### src/rtl/logic_universal_pkg.sv
// Shared types and constants for the logic_universal serializer/deserializer family.
// The deserializer FSM state and lane geometry live here.
package logic_universal_pkg;

  typedef enum logic {FILL, HOLD} deser_state_t;

  localparam int DESER_LANES = 8;
  localparam int DESER_SEL_W = 3;

endpackage

### src/rtl/demux_1_to_8_deser_lane_decoder.sv
// Combinational 3-to-8 one-hot decoder of the lane select, gated by the accept
// strobe, producing one write enable per output lane.
module lane_decoder_3_to_8
  import logic_universal_pkg::*;
(
  input  logic [DESER_SEL_W-1:0] sel,
  input  logic                   en,
  output logic [DESER_LANES-1:0] lane_en
);

  always_comb begin
    lane_en = '0;
    if (en) begin
      lane_en[sel] = 1'b1;
    end
  end

endmodule

### src/rtl/demux_1_to_8_deser.sv
// 1-to-8 deserializer: gathers consecutive input words into lanes a..h and
// presents each full (or flushed partial) group with a valid/ready handshake.
module demux_1_to_8_deser
  import logic_universal_pkg::*;
#(
  parameter int INPUT_BIT_LENGTH = 1
) (
  input  logic                                                   clk,
  input  logic                                                   rst,
  input  logic [((INPUT_BIT_LENGTH > 0) ? INPUT_BIT_LENGTH-1 : 0):0] in_data,
  input  logic                                                   in_valid,
  output logic                                                   in_ready,
  input  logic                                                   flush,
  output logic [((INPUT_BIT_LENGTH > 0) ? INPUT_BIT_LENGTH-1 : 0):0] a,
  output logic [((INPUT_BIT_LENGTH > 0) ? INPUT_BIT_LENGTH-1 : 0):0] b,
  output logic [((INPUT_BIT_LENGTH > 0) ? INPUT_BIT_LENGTH-1 : 0):0] c,
  output logic [((INPUT_BIT_LENGTH > 0) ? INPUT_BIT_LENGTH-1 : 0):0] d,
  output logic [((INPUT_BIT_LENGTH > 0) ? INPUT_BIT_LENGTH-1 : 0):0] e,
  output logic [((INPUT_BIT_LENGTH > 0) ? INPUT_BIT_LENGTH-1 : 0):0] f,
  output logic [((INPUT_BIT_LENGTH > 0) ? INPUT_BIT_LENGTH-1 : 0):0] g,
  output logic [((INPUT_BIT_LENGTH > 0) ? INPUT_BIT_LENGTH-1 : 0):0] h,
  output logic [3:0]                                             out_count,
  output logic                                                   out_valid,
  input  logic                                                   out_ready,
  output logic [DESER_SEL_W-1:0]                                 sel
);

  localparam int W = (INPUT_BIT_LENGTH > 0) ? INPUT_BIT_LENGTH : 1;

  deser_state_t                 state;
  deser_state_t                 next_state;
  logic [DESER_SEL_W-1:0]       next_sel;
  logic [3:0]                   next_count;
  logic                         accept;
  logic                         emit;
  logic [DESER_LANES-1:0]       lane_en;
  logic [W-1:0]                 lanes [DESER_LANES];

  // In HOLD the block can only take a word when the held group leaves in the same cycle.
  assign in_ready  = (state == FILL) ? 1'b1 : out_ready;
  assign out_valid = (state == HOLD);
  assign accept    = in_valid && in_ready;
  assign emit      = out_valid && out_ready;

  lane_decoder_3_to_8 u_lane_decoder (
    .sel     (sel),
    .en      (accept),
    .lane_en (lane_en)
  );

  always_ff @(posedge clk or posedge rst) begin
    if (rst) begin
      state     <= FILL;
      sel       <= '0;
      out_count <= '0;
    end else begin
      state     <= next_state;
      sel       <= next_sel;
      out_count <= next_count;
    end
  end

  always_comb begin
    next_state = state;
    next_sel   = sel;
    next_count = out_count;
    case (state)
      FILL: begin
        if (accept) begin
          if (sel == 3'd7) begin
            next_count = 4'd8;
            next_sel   = '0;
            next_state = HOLD;
          end else if (flush) begin
            next_count = {1'b0, sel} + 4'd1;
            next_sel   = '0;
            next_state = HOLD;
          end else begin
            next_sel = sel + 3'd1;
          end
        end else if (flush && (sel != '0)) begin
          next_count = {1'b0, sel};
          next_sel   = '0;
          next_state = HOLD;
        end
      end
      HOLD: begin
        // sel is always 0 here, so a word accepted alongside the emit lands in lane a.
        if (emit) begin
          if (accept && flush) begin
            next_count = 4'd1;
            next_sel   = '0;
            next_state = HOLD;
          end else if (accept) begin
            next_sel   = 3'd1;
            next_state = FILL;
          end else begin
            next_sel   = '0;
            next_state = FILL;
          end
        end
      end
      default: begin
        next_state = FILL;
        next_sel   = '0;
      end
    endcase
  end

  always_ff @(posedge clk or posedge rst) begin
    if (rst) begin
      for (int i = 0; i < DESER_LANES; i++) begin
        lanes[i] <= '0;
      end
    end else begin
      for (int i = 0; i < DESER_LANES; i++) begin
        if (lane_en[i]) begin
          lanes[i] <= in_data;
        end
      end
    end
  end

  assign a = lanes[0];
  assign b = lanes[1];
  assign c = lanes[2];
  assign d = lanes[3];
  assign e = lanes[4];
  assign f = lanes[5];
  assign g = lanes[6];
  assign h = lanes[7];

endmodule
### config.mk
export PLATFORM = sky130hd
export DESIGN_NAME = demux_1_to_8_deser
export DESIGN_NICKNAME = d
export VERILOG_FILES = /design/src/rtl/logic_universal_pkg.sv /design/src/rtl/demux_1_to_8_deser_lane_decoder.sv /design/src/rtl/demux_1_to_8_deser.sv
export SDC_FILE = /design/constraint.sdc
export NUM_CORES = 1
export LEC_CHECK = 0
export CAP_MARGIN = 15
export CORE_MARGIN = 2
export CORE_UTILIZATION = 25
export DETAILED_ROUTE_END_ITERATION = 8
export MAX_ROUTING_LAYER = met4
export PLACE_DENSITY_LB_ADDON = 0.1
export SLEW_MARGIN = 20
export SYNTH_ARGS = -nofsm -noshare
export SYNTH_HDL_FRONTEND = slang
export SYNTH_SLANG_ARGS = --single-unit
### constraint.sdc
create_clock -name clk -period 1.77 [get_ports clk]
set_input_delay 0.354 -clock clk [delete_from_list [all_inputs] [get_ports clk]]
set_output_delay 0.354 -clock clk [all_outputs]
set_load 0.1 [all_outputs]
Word-level counts from Yosys, hierarchy flattened
Index checks and enable logic that the tools add are counted.

storage, ports and cells
  output and inout bits = 17
  word-level logic and storage cells = 55
  bits in registers = 16

cells by class
  add/sub/neg operators = 2
  $lt $le $gt $ge = 2
  muxes and demuxes = 26
  reductions and logical operators = 8
  equality and inequality tests = 5
  bitwise gates (word level) = 1

operators by type and width
  cell                                                                                 number
  4-bit two-way mux                                                                    6
  3-bit two-way mux                                                                    5
  1-bit two-way mux                                                                    10
  8-bit two-way mux                                                                    1
  4-bit one-hot mux with 2 select lines                                                1
  3-bit one-hot mux with 2 select lines                                                1
  1-bit logical AND                                                                    5
  3-bit by 1-bit adder with 4-bit output, second input constant                        1
  3-bit by 4-bit less-than comparator with 1-bit output, second input constant         1
  2-bit by 1-bit inequality test with 1-bit output, second input constant              2
  4-bit by 3-bit inequality test with 1-bit output, second input constant              1
  4-bit AND reduction                                                                  1
  3-bit by 1-bit adder with 3-bit output, second input constant                        1
  1-bit demux with 3-bit select                                                        1
  3-bit equality test, second input constant                                           1
  3-bit by 1-bit greater-or-equal comparator with 1-bit output, second input constant  1
  3-bit by 2-bit inequality test with 1-bit output, second input constant              1
  3-bit nonzero test                                                                   1
  1-bit one-hot mux with 2 select lines                                                1
  2-bit AND reduction                                                                  1
  1-bit inverter                                                                       1

Depth between registers and ports, before layout
  depth in word-level cells = 6
  gate-level depth with buffers = 6

Modules after synthesis
Synthesis repeated with hierarchy kept, for this count alone.

unflattened totals
  cells, all modules = 72
  area, all modules = 890.9 um2

modules (own cells, without submodules)
  module               area each (um2)  sequential area each (um2)  cells an instance  instances
  demux_1_to_8_deser   794.5            400.4                       64                 1
  lane_decoder_3_to_8  96.3             0.0                         8                  1

Worst setup path before layout
OpenSTA, ideal clock, no wires.

  kind = flip-flop to flip-flop
  start point = reg state, in the netlist out_valid
  end point = reg lanes, in the netlist g
  path slack = -0.464 ns
  arrival time = 2.108 ns
  clock period less this slack = 2.234 ns
  data required time = 1.644 ns
  buffers on the path = 0
  cell stages (with the launch flop) = 5
  cell sequence = dfrtp_1 > nand2b_4 > and3_2 > nand3_1 > mux2_2

on the way
  word-level cells in the longest chain between the ends = 3

RTL lines
  item                           line                                   text
  start, declared                demux_1_to_8_deser.sv:30               deser_state_t state;
  start signal, assigned         demux_1_to_8_deser.sv:57               state <= next_state;
  1-bit two-way mux              demux_1_to_8_deser.sv:40               assign in_ready = (state == FILL) ? 1'b1 : out_ready;
  via in_ready                   demux_1_to_8_deser.sv:12               output logic in_ready,
  1-bit logical AND              demux_1_to_8_deser.sv:42               assign accept = in_valid && in_ready;
  8-bit two-way mux              demux_1_to_8_deser_lane_decoder.sv:13  if (en) begin
  end signal, assigned by index  demux_1_to_8_deser.sv:118              lanes[i] <= in_data;
  end, declared                  demux_1_to_8_deser.sv:37               logic [W-1:0] lanes [DESER_LANES];

The timed path passes the listed nets, and every way through them passes these cells.
A chain may end at the register's enable or synchronous reset.

Final worst setup path
  start point = reg sel[0]
  end point = reg out_count[1]

on the way
  word-level cells in the longest chain between the ends = 5

RTL lines
  item                                    line                      text
  start, declared                         demux_1_to_8_deser.sv:25  output logic [DESER_SEL_W-1:0] sel
  start signal, assigned                  demux_1_to_8_deser.sv:58  sel <= next_sel;
  3-bit by 1-bit adder with 4-bit output  demux_1_to_8_deser.sv:75  next_count = {1'b0, sel} + 4'd1;
  4-bit two-way mux                       demux_1_to_8_deser.sv:74  end else if (flush) begin
  4-bit two-way mux                       demux_1_to_8_deser.sv:70  if (sel == 3'd7) begin
  4-bit two-way mux                       demux_1_to_8_deser.sv:69  if (accept) begin
  4-bit one-hot mux with 2 select lines   demux_1_to_8_deser.sv:67  case (state)
  end signal, assigned                    demux_1_to_8_deser.sv:59  out_count <= next_count;
  end, declared                           demux_1_to_8_deser.sv:22  output logic [3:0] out_count,

Several ways; a longest one is shown, not always the timed one. The select of a mux whose other input is x is not followed.

==> results.sh <==
export IMPL_via_per_inst=4.36
export IMPL_die_area_mm2=0.00399
export IMPL_drive_above_1_share_pct=48.6
export IMPL_peakVddDrop_v=0.000339
export IMPL_initial_core_util_pct=26.0
export IMPL_num_io_pins=23
export IMPL_status="complete, no violations"
export IMPL_worstPathRequired_ns=1.95
export IMPL_cp_arrival_ns=1.86
export IMPL_grt_ovfl_total=0
export IMPL_final_setup_worst_slack_ns=0.0864
export IMPL_num_rows=21
export IMPL_drv_cap=0
export IMPL_dp_cells=153
export IMPL_yosysSeqAreaShare_pct=45.7
export IMPL_io_buffers=22
export IMPL_grt_max_degree=17
export IMPL_nets=122
export IMPL_cts_path_max_buffers=2
export IMPL_reg2reg_from="sel[0]"
export IMPL_final_core_utilization_pct=42.3
export IMPL_start_kind="register"
export IMPL_gp_congestion=0.839
export IMPL_cts_sinks=16
export IMPL_grt_pass1_wl_mm=3.28
export IMPL_grtUsageTotal_pct=10.7
export IMPL_ys_ff_latch=16
export IMPL_hp_class="primary input to asynchronous set/reset pin"
export IMPL_syn_cell_area_um2=876
export IMPL_synth_nets=91
export IMPL_drtAntennaViolNets=0
export IMPL_powerDensity_mw_per_mm2=1230
export IMPL_post_cts_buffers=0
export IMPL_slew_headroom_pct=76.1
export IMPL_cts_resized=0
export IMPL_rsz0062_at_grt="false"
export IMPL_finalSetupTns_ns=0
export IMPL_timing_worst_setup_path_type="register to register"
export IMPL_finClkSkew_ns=0.00176
export IMPL_routedWlPerCell_um=11.9
export IMPL_die_x_um=63.2
export IMPL_root_buffer="clkbuf_4"
export IMPL_route_detailed_drc=0
export IMPL_antenna_found_initial=0
export IMPL_vias=685
export IMPL_synth_distinct_cells=27
export IMPL_crit_fanout=4
export IMPL_ys_warn_count=0
export IMPL_clk_insertion_delay_late_ns=0.28
export IMPL_core_area_mm2=0.00336
export IMPL_place_ws_ns=0.0240
export IMPL_timing_fmax_mhz=594
export IMPL_synth_avg_cell_area_um2=10.8
export IMPL_final_instance_count_excl_fill=157
export IMPL_cts_tree="done"
export IMPL_crit_path_end_kind="register"
export IMPL_h_tree_depth=1
export IMPL_setup_violations=0
export IMPL_min_period_ns=1.68
export IMPL_cts_inserted_buffers=3
export IMPL_hold_buffers=0
export IMPL_power_mw=1.76
export IMPL_area_growth_pct=62.6
export IMPL_p_leak_nw=0.632
export IMPL_drt_first_iter_violations=3
export IMPL_maxSlewViolCount=0
export IMPL_first_pass_iters=4
export IMPL_worstRegToRegCells=6
export IMPL_critPathLaunch="sel[0]"
export IMPL_netlist_instances=81
export IMPL_clkTransAtPathRegs_ns=0.10
export IMPL_num_antenna_cells=0
export IMPL_first_global_vias=698
export IMPL_finalHoldViolCount=0
export IMPL_period_share_pct=95.1
export IMPL_die_y_um=63.2
export IMPL_drt_total_wl_mm=1.87
export IMPL_worstMarginPinSlew_ns=0.355
export IMPL_hpwl_mm=1.51
## cell usage after synthesis
library cell / n / area (um2)
nand2b_4: 1 / 13.8
nor4_1: 2 / 12.5
o211ai_1: 2 / 15.0
o31ai_2: 1 / 12.5
a31oi_1: 1 / 6.26
nand3_1: 1 / 5.00
a22o_1: 2 / 17.5
nand3_2: 1 / 10.0
o21ai_2: 1 / 8.76
a21oi_1: 6 / 30.0
mux2_2: 10 / 113
nand2_1: 11 / 41.3
nand3b_1: 1 / 7.51
inv_2: 1 / 3.75
and3_2: 1 / 7.51
a21boi_1: 1 / 7.51
o2bb2ai_1: 1 / 8.76
mux2_4: 1 / 15.0
buf_2: 1 / 5.00
nor2_1: 5 / 18.8
and3_4: 1 / 11.3
buf_4: 3 / 22.5
inv_1: 4 / 15.0
ha_1: 4 / 50.1
mux2i_1: 1 / 10.0
a21o_1: 1 / 7.51
dfrtp_1: 16 / 400
## layer usage
layer / track usage, % / wire length, um
met5: - / 0
met4: 4.89 / 33
met3: 1.61 / 74
met2: 15.7 / 852
met1: 14.7 / 910
## final timing paths
kind | slack, ns | to
worst max-delay path | 0.09 | out_count[1]
worst max register to register | 0.09 | out_count[1]
min in group clk | 0.56 | out_count[3]
worst min-delay path | 0.35 | out_count[1]
max in group asynchronous | 1.22 | sel[1]
worst min register to register | 0.56 | out_count[3]
## state kept, by name, indices dropped and copies added (netlist names)
name	count
out_count	4
sel	3
e	1
f	1
out_valid	1
b	1
g	1
h	1
c	1
a	1
d	1
## area by class of cell
cell class | count | area [um2]
clock buffers | 4 | 36.3
fillers | 354 | 1940
inverters | 5 | 18.8
multi-input cells | 56 | 448
flip-flops and latches | 16 | 413
well taps | 46 | 57.6
repair buffers | 30 | 450
## where the power goes
| part | leakage [nW] | internal, mW | switching [mW] |
|---|---|---|---|
| Combinational | 0.407 | 0.366 | 0.624 |
| Sequential | 0.204 | 0.437 | 0.0881 |
| Clock | 0.0210 | 0.125 | 0.118 |
| Total | 0.632 | 0.928 | 0.830 |
## metrics by stage
step / area [um2] / hold slack (ns)
finish: 1420 / 0.354
global route: 1420 / 0.362
CTS: 1420 / 0.354
detailed placement: 1390 / 0.535
global placement: 1390 / 0.536
floorplan: 907 / 0.268
## kinds of logic after synthesis
kind of cell               share of synthesized area [%]
and+or+nand+nor                                     14.6
AOI/OAI and AO/OA                                   13.0
DFF                                                 45.7
muxes                                               15.7
buffers and inverters                               5.28
adders and majority gates                           5.71
## critical path: stages (launching register included)
cell	delay [ns]
dfrtp_4	0.53
ha_4	0.18
ha_2	0.19
a21oi_2	0.14
a21oi_1	0.06
o21ai_2	0.11
mux2_2	0.36
## cells in the final DEF (no fill, tap or decap), types with 4 or more instances in the layout
master	netlist	layout
inv_1	4	4
dfrtp_1	16	12
nand2_1	11	11
a21oi_1	6	5
clkdlybuf4s50_1	0	5
nor2_1	5	5
mux2_2	10	10
buf_12	0	17
buf_4	3	8
No activity file was read; power rests on OpenSTA's default activity.
